`src/rtl/div_iter.sv`:
```
// Multi-cycle radix-2 restoring integer divider with valid/ready handshakes,
// flush, optional early-out on small dividends and defined divide-by-zero results.
package div_iter_pkg;
   typedef enum logic [1:0] {
      DIV_DIV  = 2'd0,
      DIV_DIVU = 2'd1,
      DIV_MOD  = 2'd2,
      DIV_MODU = 2'd3
   } div_opcode_t;
endpackage

module div_iter
   import div_iter_pkg::*;
#(
   parameter int unsigned WIDTH     = 32,
   parameter bit          EARLY_OUT = 1'b1
) (
   input  logic             clk,
   input  logic             resetn,
   input  logic             flush,
   input  logic             in_valid,
   output logic             in_ready,
   input  div_opcode_t      opcode,
   input  logic [WIDTH-1:0] src1,
   input  logic [WIDTH-1:0] src2,
   output logic             out_valid,
   input  logic             out_ready,
   output logic [WIDTH-1:0] result
);

   localparam int unsigned CW = $clog2(WIDTH + 1);

   typedef enum logic [2:0] {IDLE, PREP, CALC, FIX, DONE} state_t;

   state_t           state, state_nx;
   div_opcode_t      op_q;
   logic [WIDTH-1:0] a_q, d_q, dvd_q, res_q;
   logic [WIDTH:0]   rem_q;
   logic [CW-1:0]    cnt_q;
   logic             qsign_q, rsign_q;

   logic             signed_op, is_div, accept, q_bit;
   logic [WIDTH-1:0] abs_a, abs_d, rem_lo;
   logic [CW-1:0]    lz, n_iter;
   logic [WIDTH:0]   rem_sh, d_ext, diff;

   function automatic logic [CW-1:0] lzc(input logic [WIDTH-1:0] x);
      lzc = CW'(WIDTH);
      for (int unsigned i = 0; i < WIDTH; i++) begin
         if (x[i]) lzc = CW'(WIDTH - 1 - i);
      end
   endfunction

   assign signed_op = (op_q == DIV_DIV) || (op_q == DIV_MOD);
   assign is_div    = (op_q == DIV_DIV) || (op_q == DIV_DIVU);
   assign accept    = in_valid && (state == IDLE) && !flush;

   // Until PREP completes, a_q/d_q hold the raw operands; d_q becomes |src2| afterwards.
   assign abs_a  = (signed_op && a_q[WIDTH-1]) ? -a_q : a_q;
   assign abs_d  = (signed_op && d_q[WIDTH-1]) ? -d_q : d_q;
   assign lz     = lzc(abs_a);
   assign n_iter = EARLY_OUT ? CW'(WIDTH) - lz : CW'(WIDTH);

   assign rem_sh = (WIDTH + 1)'({rem_q, dvd_q[WIDTH-1]});
   assign d_ext  = {1'b0, d_q};
   assign diff   = rem_sh - d_ext;
   assign q_bit  = (rem_sh >= d_ext);
   assign rem_lo = rem_q[WIDTH-1:0];

   always_ff @(posedge clk or negedge resetn) begin
      if (!resetn) state <= IDLE;
      else         state <= state_nx;
   end

   always_comb begin
      state_nx  = state;
      in_ready  = (state == IDLE);
      out_valid = (state == DONE);
      if (flush) begin
         state_nx = IDLE;
      end else begin
         case (state)
            IDLE: if (in_valid) state_nx = PREP;
            PREP: state_nx = ((abs_d == '0) || (n_iter == '0)) ? FIX : CALC;
            CALC: if (cnt_q == CW'(1)) state_nx = FIX;
            FIX:  state_nx = DONE;
            DONE: if (out_ready) state_nx = IDLE;
            default: state_nx = IDLE;
         endcase
      end
   end

   // dvd_q doubles as the quotient register: dividend bits shift out the top
   // while quotient bits shift in at the bottom.
   always_ff @(posedge clk or negedge resetn) begin
      if (!resetn) begin
         op_q    <= DIV_DIV;
         a_q     <= '0;
         d_q     <= '0;
         dvd_q   <= '0;
         rem_q   <= '0;
         cnt_q   <= '0;
         qsign_q <= 1'b0;
         rsign_q <= 1'b0;
         res_q   <= '0;
      end else begin
         if (accept) begin
            op_q <= opcode;
            a_q  <= src1;
            d_q  <= src2;
         end
         case (state)
            PREP: begin
               d_q     <= abs_d;
               dvd_q   <= EARLY_OUT ? (abs_a << lz) : abs_a;
               rem_q   <= '0;
               cnt_q   <= n_iter;
               qsign_q <= signed_op && (a_q[WIDTH-1] ^ d_q[WIDTH-1]);
               rsign_q <= signed_op && a_q[WIDTH-1];
            end
            CALC: begin
               rem_q <= q_bit ? diff : rem_sh;
               dvd_q <= {dvd_q[WIDTH-2:0], q_bit};
               cnt_q <= cnt_q - CW'(1);
            end
            FIX: begin
               if (d_q == '0)  res_q <= is_div ? '1 : a_q;
               else if (is_div) res_q <= qsign_q ? -dvd_q : dvd_q;
               else             res_q <= rsign_q ? -rem_lo : rem_lo;
            end
            default: ;
         endcase
      end
   end

   assign result = res_q;

endmodule

```
`config.mk`:
```
export PLATFORM = sky130hd
export DESIGN_NAME = div_iter
export DESIGN_NICKNAME = d
export VERILOG_FILES = /design/src/rtl/div_iter.sv
export SDC_FILE = /design/constraint.sdc
export NUM_CORES = 1
export LEC_CHECK = 0
export CAP_MARGIN = 20
export CORE_ASPECT_RATIO = 1.25
export CORE_MARGIN = 2
export CORE_UTILIZATION = 25
export CTS_BUF_LIST = sky130_fd_sc_hd__clkbuf_2 sky130_fd_sc_hd__clkbuf_4 sky130_fd_sc_hd__clkbuf_8
export CTS_CLUSTER_DIAMETER = 100
export DETAILED_ROUTE_END_ITERATION = 16
export PLACE_DENSITY = 0.51
export SLEW_MARGIN = 0
export SYNTH_ARGS = -nofsm -noshare
export SYNTH_HDL_FRONTEND = slang
export SYNTH_SLANG_ARGS = --single-unit
```
`constraint.sdc`:
```
create_clock -name clk -period 12.35 [get_ports clk]
set_input_delay 3.705 -clock clk [delete_from_list [all_inputs] [get_ports clk]]
set_output_delay 3.705 -clock clk [all_outputs]
set_load 0.1 [all_outputs]
```
==> results of run 1 <==
[path summary, 6_finish.rpt]
| kind | from | end | slack (ns) | cells after the start |
|---|---|---|---|---|
| max | state[0] | out_valid | 6.02 | 3 |
| min | result[1] | result[1] | 0.49 | 2 |
| max reg2reg | a_q[0] | dvd_q[25] | 6.58 | 15 |
| min reg2reg | result[1] | result[1] | 0.49 | 2 |
| max in group asynchronous | resetn | op_q[1] | 7.91 | 2 |
| min in group asynchronous | resetn | a_q[4] | 3.11 | 1 |
[tightest hold or removal path, delay by kind of cell (launching register included)]
family / cells / cell delay (ns)
and+or+nand+nor: 1 / 0.04
AOI/OAI and AO/OA: 1 / 0.06
DFF: 1 / 0.36
[per-layer routing]
| layer | routed length, um | vias up |
|---|---|---|
| li1 | - | 7262 |
| met5 | 0 | - |
| met3 | 3192 | 139 |
| met4 | 3757 | 0 |
| met1 | 25030 | 7604 |
| met2 | 29970 | 621 |
[synth_stat cells (all sizes together) (6+ instances only)]
cell and count:
a221o 8, o21a 10, a21oi 103, nand3 53, a222oi 7, nand4 16
nor2b 7, clkbuf 113, nor4 31, o21ai 203, nor3 62, or4 23
or3 26, a31o 8, inv 71, and3 15, a21boi 7, nor2 119
o41ai 14, a22o 11, ha 41, xnor2 90, o221ai 7, or2 12
a211oi 27, xor2 62, nand2b 12, o211ai 13, and2 6, a221oi 14
buf 34, dfrtp 173, o311ai 9, o22ai 8, a31oi 24, nand3b 16
a22oi 57, o31ai 41, mux2i 49, nor3b 10, a21o 36, nand2 255
[registers in the layout, indices dropped and copies added, names as in the netlist, named ones only]
| name | count |
|---|---|
| rem_q | 32 |
| d_q | 31 |
| rsign_q | 1 |
| state | 3 |
| qsign_q | 1 |
| cnt_q | 6 |
| dvd_q | 32 |
| a_q | 32 |
| result | 32 |
| op_q | 2 |
[logic make-up (layout without fill, tap and decap cells)]
kind of cell | after synthesis | after routing | synth area share (%)
flip-flops | 173 | 173 | 28.20
adder cells (fa/ha/maj) | 42 | 42 | 3.472
AO/OA/AOI/OAI | 652 | 652 | 28.27
XOR/XNOR | 152 | 152 | 8.721
multiplexers | 56 | 56 | 3.855
AND/OR/NAND/NOR | 674 | 674 | 21.66
other | 0 | 1 | 0
buffers and inverters | 218 | 230 | 5.820
[through the flow]
step / std cells / util, % / setup slack [ns]
after floorplan: 1967 / - / 6.012
after global routing: 2804 / 28.68 / 5.903
after detailed placement: 2771 / 27.98 / 6.176
after CTS: 2803 / 28.68 / 5.995
final: 2804 / 28.68 / 6.025
after global placement: 2771 / 27.98 / 6.222
[layout make-up]
cell class	count	area share (%)
inverter	71	1.543
timing repair buffer	127	6.983
clock buffer	17	1.342
sequential	173	24.84
clock inverter	15	1.091
multi-input combinational	1576	58.27
tap	824	5.914
antenna	1	0.01435
==> results by group, run 1 <==
Run status
  – Status: complete, no violations

Worst setup path
  – Worst Path Buf+Inv: 1
  – CP top delay family: buffers and inverters
  – WS Path Type: reg -> out
  – Critical Path AT: between 2 and 3 ns
  – Worst endpoint required time: 8.64 ns
  – Critical-path top delay cell: clkdlybuf4s50_1
  – Worst path cell trace: nor2_1, and2_1, clkdlybuf4s50_1
  – Slowest stage delay, CP: 1.13 ns
  – Startpoint types: flip-flop
  – Kind of end point of the critical path: output pin
  – CP Max Fanout: 11

Global route
  – GR Layer Usage met2: 33.23%
  – Overflow after GRT: 0
  – Initial antenna violation count: 1
  – Met3 Usage GRT: 2.488%
  – Total Routing Usage GR: 19.48%
  – Most used routing layer: met2
  – First-pass GRT wire length: 94270 um
  – Pin count of the biggest net entering global routing: 74
  – Met1 usage: 23.52%
  – Vias in the first global route: roughly 15000

Flow run
  – Max-cap violations: 0

Clock tree
  – Clk_lat worst skew: 0.55 ns
  – Level count of the clock H-tree: 4
  – CTS Hold Bufs: 0
  – Clk sink count: 173
  – Post-CTS setup buffer count: 0
  – Clk slew on worst S/H paths: 0.12 ns
  – Deepest clock path buffer count: 2
  – Root buffer cell: clkbuf_8
  – Total CTS buffers: 17
  – Post_cts resized: 0
  – CTS tree: done

Logic synthesis
  – Flops & latches, synth: between 150 and 200
  – Yosys Warn Count: 0
  – Post-synth cell types: 95
  – Mapped Cells: between 1500 and 2000
  – Top cell type's share of synthesized area: 28.20%
  – Mapped Area: 15350 sq um
  – Syn_nets: 2080
  – Main area contributors after synthesis: dfrtp_1, o21ai_0, nand2_1, xnor2_1, xor2_1
  – Yosys top cell by area: dfrtp_1
  – Post-synth EDFFs: 0
  – Register area share after synthesis: 28.20%
  – Most used DFF post-synth: dfrtp_1
  – Async set-reset flop share out of synthesis: 100.0%
  – Average size of a mapped cell: 7.804 sq um

Finish
  – Layout cells sized above 1: 5.811%
  – Commonest cells after routing, fill and taps aside: nand2_1, o21ai_0, dfrtp_1, nor2_1
  – Reg area: 4330 sq um
  – Final #Nets: around 2100
  – Area Overhead vs Synth: 13.56%
  – Multi-input logic area: 10160 sq um
  – Number of fill cells: ~6600
  – Most common cell after layout, fill and taps aside: nand2_1
  – Design area: 17430 sq um

Drt
  – ANT nets after route: 0
  – DR DRC count: 0
  – First-pass detailed-route iteration total: 6
  – Vias: 15626
  – WL final: a little over 60000 um
  – Initial DRC Count: 1332
  – Avg Vias per Cell: 5.573
  – DR WL/cell: 22.09 um

Placed design
  – Hpwl dp: between 40000 and 50000 um
  – Placed instance area: 17010 sq um
  – IO Port Bufs: around 100
  – Routability cong.: between 0.9 and 1

Timing
  – Setup Skew: 0.02623 ns
  – Setup Total Neg Slack: 0 ns
  – Slew Viols, Final: 0
  – RSZ-0062 raised after global routing: no
  – F_max: 0.1581 GHz
  – Hold slack final: between 0.4 and 0.5 ns
  – Final hold vios: 0
  – Slew @ Worst Pin: 1.089 ns
  – Final min period: 6.325 ns
  – Slew margin rel.: 26.76%
  – Final Cycle Share: approximately half
  – Setup violations, final: 0

Die
  – Die width: 225.6 um
  – I/O pin count: 105
  – Die Span Y: 281.0 um
  – Die area: 63410 sq um
  – Core area: 60780 sq um
  – # rows: between 100 and 150
  – Initial Util: between 20% and 30%

Min path
  – Worst hold path class: reg -> reg
Power of run 1 is left out: the tool's default activity adds up to more than one toggle a clock period on the data nets, which glitch-free logic cannot reach.
==> inputs of run 2 (changes only) <==
==> constraint.sdc (replaced) <==
create_clock -name clk -period 6.25 [get_ports clk]
set_input_delay 1.875 -clock clk [delete_from_list [all_inputs] [get_ports clk]]
set_output_delay 1.875 -clock clk [all_outputs]
set_load 0.1 [all_outputs]
==> results by group, run 2 (synthesized netlist as in run 1, its figures left out) <==
Timing
  – Slew @ Worst Pin: 1.142 ns (+0.05364 ns)
  – Final hold vios: 0 (unchanged)
  – Post-route setup slack: 0.9089 ns (-5.116 ns)
  – Slew Viols, Final: 0 (unchanged)
  – F_max: 0.1872 GHz
  – Setup Skew: 0.03229 ns (+0.006055 ns)
  – RSZ-0062 raised after global routing: no
  – Setup Total Neg Slack: 0 ns (unchanged)
  – Final Cycle Share: a little under nine tenths
  – Setup violations, final: 0 (unchanged)
  – Final min period: between 5 and 6 ns
  – Slew margin rel.: 23.85% (-2.9 points)

Drt
  – DR WL/cell: 22.10 um (about the same)
  – DR DRC count: 0 (unchanged)
  – Avg Vias per Cell: 5.510 (-1.1%)
  – Vias: 15504 (-0.78%)
  – ANT nets after route: 0 (unchanged)
  – Initial DRC Count: 1224 (-8.1%)
  – First-pass detailed-route iteration total: 6 (unchanged)
  – WL final: 62190 um (+0.39%)

Worst setup path
  – Slowest stage delay, CP: 0.80 ns (-0.33 ns)
  – Worst R2R Setup Slack: 0.91 ns (-5.67 ns)
  – CP Max Fanout: 18 (+7)
  – Worst endpoint required time: 6.69 ns (-1.95 ns)
  – Worst path cell trace: inv_1, ha_1, nor3b_2, buf_4, nand4_1, o41ai_1, xor2_1, a21bo_2, nand2_1, a31o_2, inv_1, buf_4, nand2_1, o211ai_1, mux2i_1, mux2i_1, o21ai_1
  – WS Path Type: reg -> reg
  – Worst Path Buf+Inv: 4 (+3)
  – Startpoint types: flip-flop
  – Critical-path top delay cell: o41ai_1
  – CP top delay family: compound AO/OA/AOI/OAI gates
  – Kind of end point of the critical path: flip-flop
  – Critical Path AT: 5.78 ns (+3.16 ns)
  – Reg-to-Reg End: dvd_q[13]
  – Reg2Reg Depth: 17 (+2)
  – R2r startpoint: a_q[0]

Global route
  – Overflow after GRT: 0 (unchanged)
  – Vias in the first global route: 15049 (-0.51%)
  – Met3 Usage GRT: 1.934% (-0.55 points)
  – Met1 usage: 23.92% (+0.40 points)
  – Pin count of the biggest net entering global routing: 92 (+24%)
  – Initial antenna violation count: 2 (+1)
  – Most used routing layer: met2
  – First-pass GRT wire length: 94330 um (about the same)
  – Total Routing Usage GR: 19.51% (+0.027 points)
  – GR Layer Usage met2: 33.48% (+0.25 points)

Clock tree
  – Deepest clock path buffer count: 2 (unchanged)
  – Clk slew on worst S/H paths: 0.13 ns (about the same)
  – Post_cts resized: 0 (unchanged)
  – CTS Hold Bufs: 0 (unchanged)
  – Level count of the clock H-tree: 4 (unchanged)
  – Clk_lat worst skew: 0.57 ns (+0.02 ns)
  – CTS tree: done
  – Total CTS buffers: 17 (unchanged)
  – Root buffer cell: clkbuf_8
  – Post-CTS setup buffer count: 0 (unchanged)
  – Clk sink count: 173 (unchanged)

Finish
  – Commonest cells after routing, fill and taps aside: nand2_1, o21ai_0, dfrtp_1, nor2_1
  – Number of fill cells: 6610 (+0.81%)
  – Area Overhead vs Synth: 14.05%
  – Design area: 17510 sq um (+0.43%)
  – Multi-input logic area: 10160 sq um (unchanged)
  – Reg area: 4330 sq um (unchanged)
  – Most common cell after layout, fill and taps aside: nand2_1
  – Final #Nets: 2089 (+0.48%)
  – Layout cells sized above 1: 6.285% (+0.47 points)

Die
  – I/O pin count: 105 (unchanged)
  – Die Span Y: 281.0 um (unchanged)
  – Die width: 225.6 um (unchanged)
  – Initial Util: 25.25% (unchanged)
  – Die area: 63410 sq um (unchanged)
  – Core area: 60780 sq um (unchanged)
  – # rows: 101 (unchanged)

Min path
  – Worst hold path class: reg -> reg
  – Hold EP: result[5]
  – Hold depth: 2 (unchanged)
  – HP Start: result[5]

Placed design
  – Placed instance area: 17090 sq um (+0.52%)
  – Hpwl dp: 47950 um (+0.99%)
  – Routability cong.: 0.9442 (-2.0%)
  – IO Port Bufs: 104 (unchanged)
  – Place WS: 1.011 ns (-5.165 ns)

Flow run
  – Max-cap violations: 0 (unchanged)

Run status
  – Status: complete, no violations
run 2: changes by cell type in the layout (fill, tap and decap cells not counted), sizes merged:
cell	change
inv	-2
bufinv	-1
clkinvlp	+3
buf	+10
run 2: worst max path at each step:
stage / endpoint / from / depth (start not counted)
final: dvd_q[13] / a_q[0] / 17
after global placement: dvd_q[29] / a_q[0] / 16
after floorplan: in_ready / state[0] / 2
after CTS: dvd_q[29] / a_q[0] / 16
after detailed placement: dvd_q[29] / a_q[0] / 17
after global routing: dvd_q[29] / a_q[0] / 17
run 2: final cells by class:
class / count / share of cell area, %
antenna: 1 / 0.01429
timing repair buffer: 137 / 7.454
clock buffer: 17 / 1.336
clock inverter: 15 / 1.015
tap: 824 / 5.889
inverter: 71 / 1.536
multi-input combinational: 1576 / 58.02
sequential: 173 / 24.73
run 2: metal layers:
| layer | wire (um) | part of all wire (%) |
|---|---|---|
| met4 | 3473 | 5.6 |
| met5 | 0 | 0 |
| met2 | 30600 | 49 |
| met3 | 2225 | 3.6 |
| met1 | 25900 | 42 |
run 2: worst reg2reg max path: stages (launching register included):
cell and delay (ns):
dfrtp_1 0.54, inv_1 0.18, ha_1 0.24, nor3b_2 0.19
buf_4 0.19, nand4_1 0.44, o41ai_1 0.81, xor2_1 0.40
a21bo_2 0.21, nand2_1 0.12, a31o_2 0.26, inv_1 0.11
buf_4 0.26, nand2_1 0.09, o211ai_1 0.34, mux2i_1 0.35
mux2i_1 0.37, o21ai_1 0.13
run 2: metrics by stage:
stage | hold slack [ns] | std cells | utilization, %
after floorplan | 0.4729 | 1967 | -
after global placement | 0.4634 | 2781 | 28.12
after detailed placement | 0.4674 | 2781 | 28.12
after CTS | 0.4954 | 2813 | 28.80
after global routing | 0.5049 | 2814 | 28.80
final | 0.4906 | 2814 | 28.80
Power of run 2 is left out for the same reason.
==> inputs of run 3 (changes only) <==
--- a/config.mk
+++ b/config.mk
@@ -11,8 +11,9 @@
 export CORE_UTILIZATION = 25
 export CTS_BUF_LIST = sky130_fd_sc_hd__clkbuf_2 sky130_fd_sc_hd__clkbuf_4 sky130_fd_sc_hd__clkbuf_8
 export CTS_CLUSTER_DIAMETER = 100
+export CTS_CLUSTER_SIZE = 10
 export DETAILED_ROUTE_END_ITERATION = 16
-export PLACE_DENSITY = 0.51
+export PLACE_DENSITY = 0.53
 export SLEW_MARGIN = 0
 export SYNTH_ARGS = -nofsm -noshare
 export SYNTH_HDL_FRONTEND = slang
==> constraint.sdc (replaced) <==
create_clock -name clk -period 4.35 [get_ports clk]
set_input_delay 1.305 -clock clk [delete_from_list [all_inputs] [get_ports clk]]
set_output_delay 1.305 -clock clk [all_outputs]
set_load 0.1 [all_outputs]
==> results by group, run 3 (synthesized netlist as in run 1, its figures left out) <==
Clock tree
  – Root buffer cell: clkbuf_8
  – Clk_lat worst skew: 0.54 ns (-0.03 ns)
  – Clk sink count: 173 (unchanged)
  – Deepest clock path buffer count: 2 (unchanged)
  – Clk slew on worst S/H paths: 0.12 ns (about the same)
  – CTS tree: done
  – Total CTS buffers: 17 (unchanged)
  – Level count of the clock H-tree: 4 (unchanged)
  – CTS Hold Bufs: 0 (unchanged)

Global route
  – Pin count of the biggest net entering global routing: 88 (-4.3%)
  – First-pass GRT wire length: 97170 um (+3.0%)
  – Vias in the first global route: 15982 (+6.2%)
  – Total Routing Usage GR: 19.90% (+0.39 points)
  – Overflow after GRT: 0 (unchanged)
  – Initial antenna violation count: 1 (-1)

Worst setup path
  – CP Max Fanout: 10 (-8)
  – Reg2Reg Depth: 15 (-2)
  – WS Path Type: reg -> reg
  – Kind of end point of the critical path: flip-flop
  – Startpoint types: flip-flop
  – Worst endpoint required time: 4.82 ns (-1.87 ns)
  – Critical Path AT: 4.65 ns (-1.13 ns)

Finish
  – Layout cells sized above 1: 17.36% (+11 points)
  – Most common cell after layout, fill and taps aside: nand2_1
  – Commonest cells after routing, fill and taps aside: nand2_1, buf_4, o21ai_0, dfrtp_1, nor2_1
  – Multi-input logic area: 10370 sq um (+2.1%)
  – Area Overhead vs Synth: 26.90%
  – Reg area: 4333 sq um (about the same)
  – Final #Nets: 2306 (+10%)
  – Number of fill cells: 6518 (-1.4%)

Timing
  – Setup violations, final: 0 (unchanged)
  – Final min period: 4.181 ns (-1.160 ns)
  – Setup Skew: 0.03315 ns (+0.0008641 ns)
  – Slew @ Worst Pin: 1.085 ns (-0.05735 ns)
  – Slew Viols, Final: 0 (unchanged)
  – Final Cycle Share: 96.11% (+11 points)
  – Final hold vios: 0 (unchanged)
  – Post-route setup slack: 0.1693 ns (-0.7397 ns)
  – F_max: 0.2392 GHz (+28%)
  – Slew margin rel.: 27.46% (+3.6 points)

Die
  – Die area: 63410 sq um (unchanged)
  – Core area: 60780 sq um (unchanged)
  – Die width: 225.6 um (unchanged)
  – Die Span Y: 281.0 um (unchanged)
  – # rows: 101 (unchanged)
  – Initial Util: 25.25% (unchanged)
  – I/O pin count: 105 (unchanged)

Drt
  – DR DRC count: 0 (unchanged)
  – Vias: 16439 (+6.0%)
  – Avg Vias per Cell: 5.422 (-1.6%)
  – First-pass detailed-route iteration total: 6 (unchanged)
  – DR WL/cell: 20.96 um (-5.2%)
  – Initial DRC Count: 1308 (+6.9%)
  – ANT nets after route: 0 (unchanged)
  – WL final: 63560 um (+2.2%)

Run status
  – Status: complete, no violations

Min path
  – Worst hold path class: reg -> reg
  – Hold depth: 1 (-1)

Placed design
  – Routability cong.: 0.9756 (+3.3%)
  – IO Port Bufs: 104 (unchanged)
  – Place WS: -0.1872 ns (-1.198 ns)
  – Hpwl dp: 50640 um (+5.6%)

Flow run
  – Max-cap violations: 0 (unchanged)
-- run 3: changes by cell type in the layout (fill, tap and decap cells not counted), sizes merged --
cell,change
diode,+1
clkinv,+2
nor2,+1
clkdlybuf4s50,-2
clkinvlp,-1
inv,-1
buf,+218
-- run 3: final timing paths --
| check | startpoint | endpoint | slack [ns] |
|---|---|---|---|
| max | a_q[4] | dvd_q[23] | 0.17 |
| min | result[31] | result[31] | 0.49 |
| max reg2reg | a_q[4] | dvd_q[23] | 0.17 |
| min reg2reg | result[31] | result[31] | 0.49 |
| max in group asynchronous | resetn | rem_q[14] | 2.79 |
| min in group asynchronous | resetn | a_q[6] | 0.80 |
-- run 3: through the flow --
stage	instances	utilization (%)	hold slack (ns)	cell area, sq um	TNS [ns]
detailed placement	2987	30.76	0.4666	18700	-0.5687
finish	3032	32.05	0.4895	19480	0
global route	3031	32.04	0.5209	19480	-0.01299
CTS	3022	31.56	0.4965	19180	0
global placement	2987	30.76	0.4618	18700	-0.4196
floorplan	1967	-	0.4729	15350	0
-- run 3: metal layers --
layer / wire [um] / vias up / global-route usage (%) / part of all wire, %
met4: 2816 / 0 / 8.915 / 4.4
met3: 2740 / 103 / 2.415 / 4.3
li1: - / 7715 / - / -
met1: 26300 / 8093 / 24.35 / 41
met2: 31690 / 528 / 34.81 / 50
met5: 0 / - / 0 / 0
-- run 3: final cells by class --
| type | instances | area share [%] |
|---|---|---|
| clock buffer | 17 | 1.201 |
| tap | 824 | 5.293 |
| antenna | 2 | 0.02569 |
| timing repair buffer | 353 | 15.51 |
| clock inverter | 15 | 1.085 |
| inverter | 71 | 1.407 |
| sequential | 173 | 22.24 |
| multi-input combinational | 1577 | 53.24 |
-- run 3: timing repair --
item                       in CTS  in global routing
pin swaps                       1                  6
setup endpoints to repair       8                 82
setup buffers                   2                  7
cloned                          1                  0
resized for setup               7                 49
-- run 3: critical path: stages, from the launching register on --
cell and delay (ns):
dfrtp_1 0.43, buf_4 0.16, or4_1 0.61, nor4_2 0.19, buf_4 0.24, nand4_1 0.13
nor4b_1 0.17, a211oi_2 0.31, buf_4 0.21, o21a_2 0.24, nor2_2 0.09, a211oi_1 0.36
a21oi_1 0.12, mux2_2 0.32, a221o_1 0.36, o21ai_1 0.15
Power of run 3 is left out for the same reason.
